File: config.mk
export PLATFORM = sky130hd
export DESIGN_NAME = gp_enc
export DESIGN_NICKNAME = d
export VERILOG_FILES = /design/src/rtl/rdm_pkg.sv /design/src/rtl/gp_fifo2.sv /design/src/rtl/gp_enc.sv
export SDC_FILE = /design/constraint.sdc
export NUM_CORES = 1
export LEC_CHECK = 0
export BUFFER_PORTS_ARGS = -buffer_cell sky130_fd_sc_hd__buf_2
export CAP_MARGIN = 15
export CORE_UTILIZATION = 53
export CTS_CLUSTER_DIAMETER = 50
export DETAILED_ROUTE_END_ITERATION = 8
export PLACE_DENSITY = 0.71
export SLEW_MARGIN = 20
export SYNTH_ARGS = -nofsm -noshare
export SYNTH_HDL_FRONTEND = slang
export SYNTH_SLANG_ARGS = --single-unit
File: constraint.sdc
create_clock -name clk -period 8.41 [get_ports clk]
set_input_delay 0.4205 -clock clk [delete_from_list [all_inputs] [get_ports clk]]
set_output_delay 0.4205 -clock clk [all_outputs]
set_load 0.05 [all_outputs]
File: src/rtl/rdm_pkg.sv
// Shared definitions for the carry-pair prefix datapath: digit width,
// the encoded entry layout and the per-digit pair encode function.
package rdm_pkg;

    localparam int RDM_W     = 17;
    localparam int RDM_TAG_W = 4;

    typedef struct packed {
        logic [RDM_W-1:0]     s1;
        logic [RDM_W-1:0]     s0;
        logic [RDM_W-1:0]     h;
        logic                 cin;
        logic [RDM_TAG_W-1:0] tag;
    } gp_entry_t;

    // Tag is left zero; callers fill it in.
    function automatic gp_entry_t gp_pair(input logic [RDM_W-1:0] a,
                                          input logic [RDM_W-1:0] b,
                                          input logic             sub);
        gp_entry_t        e;
        logic [RDM_W-1:0] bp;
        bp    = sub ? ~b : b;
        e.s1  = a & bp;
        e.s0  = a | bp;
        e.h   = a ^ bp;
        e.cin = sub;
        e.tag = '0;
        return e;
    endfunction

endpackage

File: src/rtl/gp_fifo2.sv
// Two-entry valid/ready queue; handshake outputs decode from the registered
// occupancy only, and the data output holds the last popped entry when empty.
//
//   state | meaning
//   EMPTY | no entries; out_data shows last popped entry (0 after reset)
//   ONE   | one entry at rd_ptr
//   TWO   | full, in_ready low
module gp_fifo2 #(
    parameter int P = 8
) (
    input  logic         clk,
    input  logic         rst,
    input  logic         in_valid,
    output logic         in_ready,
    input  logic [P-1:0] in_data,
    output logic         out_valid,
    input  logic         out_ready,
    output logic [P-1:0] out_data
);

    typedef enum logic [1:0] {EMPTY = 2'd0, ONE = 2'd1, TWO = 2'd2} occ_t;

    occ_t         state_q;
    occ_t         state_d;
    logic         wr_ptr;
    logic         rd_ptr;
    logic [P-1:0] mem [2];
    logic [P-1:0] hold;
    logic         push;
    logic         pop;

    assign in_ready  = (state_q != TWO);
    assign out_valid = (state_q != EMPTY);
    assign push      = in_valid & in_ready;
    assign pop       = out_valid & out_ready;
    assign out_data  = (state_q == EMPTY) ? hold : mem[rd_ptr];

    always_ff @(posedge clk or posedge rst) begin
        if (rst) begin
            state_q <= EMPTY;
            wr_ptr  <= 1'b0;
            rd_ptr  <= 1'b0;
            hold    <= '0;
            mem[0]  <= '0;
            mem[1]  <= '0;
        end else begin
            state_q <= state_d;
            if (push) begin
                mem[wr_ptr] <= in_data;
                wr_ptr      <= ~wr_ptr;
            end
            if (pop) begin
                hold   <= mem[rd_ptr];
                rd_ptr <= ~rd_ptr;
            end
        end
    end

    always_comb begin
        state_d = state_q;
        case (state_q)
            EMPTY:   if (push) state_d = ONE;
            ONE: begin
                if (push && !pop)      state_d = TWO;
                else if (pop && !push) state_d = EMPTY;
            end
            TWO:     if (pop) state_d = ONE;
            default: state_d = EMPTY;
        endcase
    end

endmodule

File: src/rtl/gp_enc.sv
// Operand-side encoder: forms the per-digit (S1, S0), half-sum and carry-in
// for A +/- B and queues them, with a count of completed output transfers.
module gp_enc
    import rdm_pkg::*;
#(
    parameter int W     = RDM_W,
    parameter int TAG_W = RDM_TAG_W
) (
    input  logic             clk,
    input  logic             rst,
    input  logic             in_valid,
    output logic             in_ready,
    input  logic [W-1:0]     in_a,
    input  logic [W-1:0]     in_b,
    input  logic             in_sub,
    input  logic [TAG_W-1:0] in_tag,
    output logic             out_valid,
    input  logic             out_ready,
    output logic [W-1:0]     out_s1,
    output logic [W-1:0]     out_s0,
    output logic [W-1:0]     out_h,
    output logic             out_cin,
    output logic [TAG_W-1:0] out_tag,
    output logic [15:0]      xact_cnt
);

    localparam int P = 3 * W + 1 + TAG_W;

    logic [W-1:0] b_eff;
    logic [P-1:0] enc;
    logic [P-1:0] head;

    assign b_eff = in_sub ? ~in_b : in_b;
    assign enc   = {in_a & b_eff, in_a | b_eff, in_a ^ b_eff, in_sub, in_tag};

    gp_fifo2 #(.P(P)) u_fifo (
        .clk       (clk),
        .rst       (rst),
        .in_valid  (in_valid),
        .in_ready  (in_ready),
        .in_data   (enc),
        .out_valid (out_valid),
        .out_ready (out_ready),
        .out_data  (head)
    );

    assign {out_s1, out_s0, out_h, out_cin, out_tag} = head;

    always_ff @(posedge clk or posedge rst) begin
        if (rst)                        xact_cnt <= '0;
        else if (out_valid && out_ready) xact_cnt <= xact_cnt + 16'd1;
    end

endmodule

* Word-level counts from Yosys, hierarchy flattened
Cells that the tools add are included. W data, S select, Z words.
Operators by class: add/subtract/negate cells 1, $lt $le $gt $ge 3, equal/unequal tests 6, mux-type cells 13, bitwise gates (word level) 10, reductions and logical operators 9
Operators by type and width (count):
- $mux W56 | 5
- $bwmux W112 | 1
- $demux W56 S1 | 1
- $and A17 B17 Y17 | 1
- $mux W17 | 1
- $not A17 Y17 | 1
- $or A17 B17 Y17 | 1
- $xor A17 B17 Y17 | 1
- $add A16 B1 Y16 const B | 1
- $mux W2 | 4
- $pmux W2 S3 | 1
- $ge A2 B2 Y1 const B | 2
- $logic_and A1 B1 Y1 | 4
- $ne A2 B1 Y1 const B | 2
- $not A1 Y2 | 2
- $ne A3 B1 Y1 const B | 1
- $reduce_and A3 Y1 | 1
- $and A1 B1 Y1 | 2
- $eq A2 B1 Y1 const B | 1
- $eq A2 B2 Y1 const B | 1
- $logic_not A1 Y1 | 2
- $logic_not A2 Y1 | 1
- $lt A2 B1 Y1 const B | 1
- $ne A2 B2 Y1 const B | 1
- 2 further kinds | 3
Word-level totals: register bits 188, input port bits 43, word-level logic and storage cells 49

* Depth between registers and ports, before layout
depth in word-level cells 7, depth in mapped cells 9

* Modules after synthesis
From an unflattened synthesis, not the netlist that was laid out.
Second synthesis, totals: cell total of the unflattened synthesis 789, area total of the unflattened synthesis 9101.2 sq um
By module, submodules not included:
- gp_fifo2 | instances 1, cells an instance 623, area an instance 7626.1 sq um, seq. area each 4304.1 sq um
- gp_enc | instances 1, cells an instance 166, area an instance 1475.2 sq um, seq. area each 400.4 sq um

* Worst setup path after synthesis
No wires, ideal clock.
path kind register -> output, start reg u_fifo.state_q[0], end out out_s0[10], arrival time 2.209 ns, slack 5.780 ns, stages on the path, launching flop included 6, cells stage by stage dfrtp_1 or2_1 buf_4 clkbuf_1 clkbuf_1 a21oi_1
Between the ends: word-level cells in the longest chain between the ends 2
RTL lines:
- from (decl) | RTL line gp_fifo2.sv:23 | occ_t state_q;
- from (signal assigned) | RTL line gp_fifo2.sv:47 | state_q <= state_d;
- $logic_not A2 Y1 | RTL line gp_fifo2.sv:36 | assign out_data = (state_q == EMPTY) ? hold : mem[rd_ptr];
- $mux W56 | RTL line gp_fifo2.sv:36
- to (decl) | RTL line gp_enc.sv:20 | output logic [W-1:0] out_s0,
No other way between the ends.

* Worst setup path in the final report
start reg u_fifo.rd_ptr, end out out_h[1]
Between the ends: word-level cells in the longest chain between the ends 5
RTL lines:
- from (decl) | RTL line gp_fifo2.sv:26 | logic rd_ptr;
- from (signal assigned) | RTL line gp_fifo2.sv:54 | rd_ptr <= ~rd_ptr;
- $not A1 Y2 (implied by the code) | RTL line gp_fifo2.sv:36
- $mux W56 (implied by the code) (3 in a row) | RTL line gp_fifo2.sv:36
- $mux W56 | RTL line gp_fifo2.sv:36
- to (decl) | RTL line gp_enc.sv:21 | output logic [W-1:0] out_h,
No other way between the ends. The select of a mux whose other input is x is not followed.

==> results.sh <==
export IMPL_synth_warnings=0
export IMPL_dr_first_iter_drc_count=422
export IMPL_clkLatencyLatePin_ns=0.43
export IMPL_drive_gt1_share_pct=20.18
export IMPL_grt_use_met2_pct=35.17
export IMPL_port_buffers=116
export IMPL_htree_levels=4
export IMPL_drc=0
export IMPL_die_area_um2=17100
export IMPL_cts_buffer_depth=2
export IMPL_wl_per_cell_um=15.37
export IMPL_period_minus_slack_ns=2.798
export IMPL_ant_nets=0
export IMPL_synthArstFlopShare_pct=100.0
export IMPL_initial_core_util_pct=54.74
export IMPL_skew_ns=0.009064
export IMPL_synth_edff_count=0
export IMPL_arrival_ns=2.38
export IMPL_fin_setup_tns_ns=0
export IMPL_cts_sinks=188
export IMPL_slew_violations=0
export IMPL_synth_most_common_cell="nand2_1"
export IMPL_finalSetupViolCount=0
export IMPL_busiest_layer="met2"
export IMPL_syn_nets=970
export IMPL_cts_inserted_buffers=17
export IMPL_clk_pin_slew_ns=0.06
export IMPL_path_class="flip-flop to output pin"
export IMPL_rsz0062_at_grt="no"
export IMPL_synthDistinctLibCells=32
export IMPL_vias=6218
export IMPL_fillers=1354
export IMPL_die_w_um=130.8
export IMPL_postCtsHoldBufs=0
export IMPL_endpoint_kind="output pin"
export IMPL_period_share_pct=33.27
export IMPL_max_slew_margin_pct=30.11
export IMPL_core_um2=16060
export IMPL_yosys_top_cells_count="nand2_1, dfrtp_1, o21ai_0"
export IMPL_hold_viol_final=0
export IMPL_cts_resized=0
export IMPL_die_y_um=130.8
export IMPL_antenna_found_initial=1
export IMPL_drv_cap=0
export IMPL_met1_usage_pct=34.49
export IMPL_ys_dominant_reg_cell="dfrtp_1"
export IMPL_grt_pass1_vias=5762
export IMPL_cts_tree="yes"
export IMPL_max_slew_worst_pin_slew_ns=1.048
export IMPL_timing_final_ws_setup_ns=5.612
export IMPL_clock_root_buffer="clkbuf_16"
export IMPL_synth_top_cell_by_area="dfrtp_1"
export IMPL_vias_per_cell=5.147
export IMPL_layout_nets=1058
export IMPL_netlist_instances=891
export IMPL_core_rowCount=46
export IMPL_ys_ff_latch=188
export IMPL_yosysSeqAreaShare_pct=53.52
export IMPL_cp_data_required_time_ns=7.99
export IMPL_synth_area_leaders="dfrtp_1, nand2_1, mux2i_1"
export IMPL_worst_path_max_fanout=57
export IMPL_fmax_mhz=357.4
export IMPL_hp_class="input port to asynchronous set/reset pin"
export IMPL_grt_total_usage_pct=23.49
export IMPL_post_cts_buffers=0
export IMPL_syn_area_um2=8790
export IMPL_gp_congestion=0.7732
export IMPL_area_growth_pct=14.73
export IMPL_yosys_area_top_type_share_pct=53.52
export IMPL_dpl_hpwl_mm=11.97
export IMPL_ios=117
export IMPL_status="complete, no violations"
export IMPL_grt_max_degree=114
export IMPL_startpoint_type="flip-flop"
export IMPL_grt_pass1_wl_mm=29.95
export IMPL_overflow=0
export IMPL_place_ws_ns=5.879
export IMPL_syn_area_per_cell_um2=9.865
export IMPL_firstDrtPassIters=6
export IMPL_routed_wirelength_mm=18.56
export IMPL_use_met3_pct=4.967
## final cells by class
| type | instances | area [um2] | area share [%] |
|---|---|---|---|
| diodes | 1 | 2.502 | 0.02481 |
| clock buffers | 25 | 515.5 | 5.112 |
| clock inverters | 6 | 82.58 | 0.8189 |
| inverters | 38 | 151.4 | 1.501 |
| multi-input cells | 611 | 3705 | 36.74 |
| flip-flops and latches | 188 | 4708 | 46.69 |
| well taps | 216 | 270.3 | 2.680 |
| repair buffers | 123 | 649.4 | 6.439 |
## state kept, by name (all words and copies together) (netlist names)
signal and count:
u_fifo.rd_ptr 1, u_fifo.hold 56, u_fifo.state_q 2, u_fifo.wr_ptr 1, u_fifo.mem 112, xact_cnt 16
## logic make-up after synthesis
kind of cell / synth area share, %
and+or+nand+nor: 13.68
buffers and inverters: 4.413
xor gates and xnor gates: 3.288
muxes: 11.49
adders and majority gates: 5.125
DFF: 53.52
AOI/OAI and AO/OA: 8.484
## metrics by stage
stage	area [um2]	utilization, %	instances	hold WS (ns)
floorplan	8790	-	891	0.4438
global placement	9460	58.91	1175	0.4558
detailed placement	9460	58.91	1175	0.4610
CTS	10060	62.64	1206	0.1669
global route	10080	62.79	1207	0.1867
finish	10080	62.80	1208	0.1141
## layer usage
layer	routed length (um)	up-vias
met2	8357	114
met4	239	0
met5	0	-
li1	-	3091
met1	9297	2996
met3	666	17
## layout by cell type (no fill, tap or decap), types with 17 or more instances in the layout
| master | synthesis | final |
|---|---|---|
| mux2_2 | 39 | 39 |
| dfrtp_1 | 188 | 187 |
| ha_1 | 36 | 36 |
| clkbuf_16 | 0 | 17 |
| inv_1 | 37 | 36 |
| o21ai_0 | 87 | 87 |
| xnor2_1 | 27 | 27 |
| mux2i_1 | 57 | 57 |
| nand2_1 | 219 | 219 |
| nor2_1 | 57 | 57 |
| a21oi_1 | 56 | 56 |
| buf_2 | 22 | 116 |
## path summary, 6_finish.rpt
kind                                          startpoint                          to  slack [ns]  depth (start not counted)
hold / removal                                       rst  u_fifo.mem[58]$_DFFE_PP0P_        0.11                          2
setup reg to reg           u_fifo.state_q[1]$_DFFE_PP0P_     xact_cnt[9]$_DFFE_PP0P_        5.89                          7
setup / recovery               u_fifo.rd_ptr$_DFFE_PP0P_                    out_h[1]        5.61                          3
min in group clk                               in_tag[2]  u_fifo.mem[58]$_DFFE_PP0P_        0.20                          3
hold reg to reg                 xact_cnt[15]$_DFFE_PP0P_    xact_cnt[15]$_DFFE_PP0P_        0.47                          1
max in group asynchronous                            rst  u_fifo.mem[36]$_DFFE_PP0P_        7.07                          4
## critical path, cell delays in order, from the launching register on
cell,delay [ns]
dfrtp_4,1.13
mux2i_1,0.21
a21oi_1,0.29
buf_2,0.31
Power is left out: the tool's default activity adds up to more than one toggle a clock period on the data nets, which glitch-free logic cannot reach.
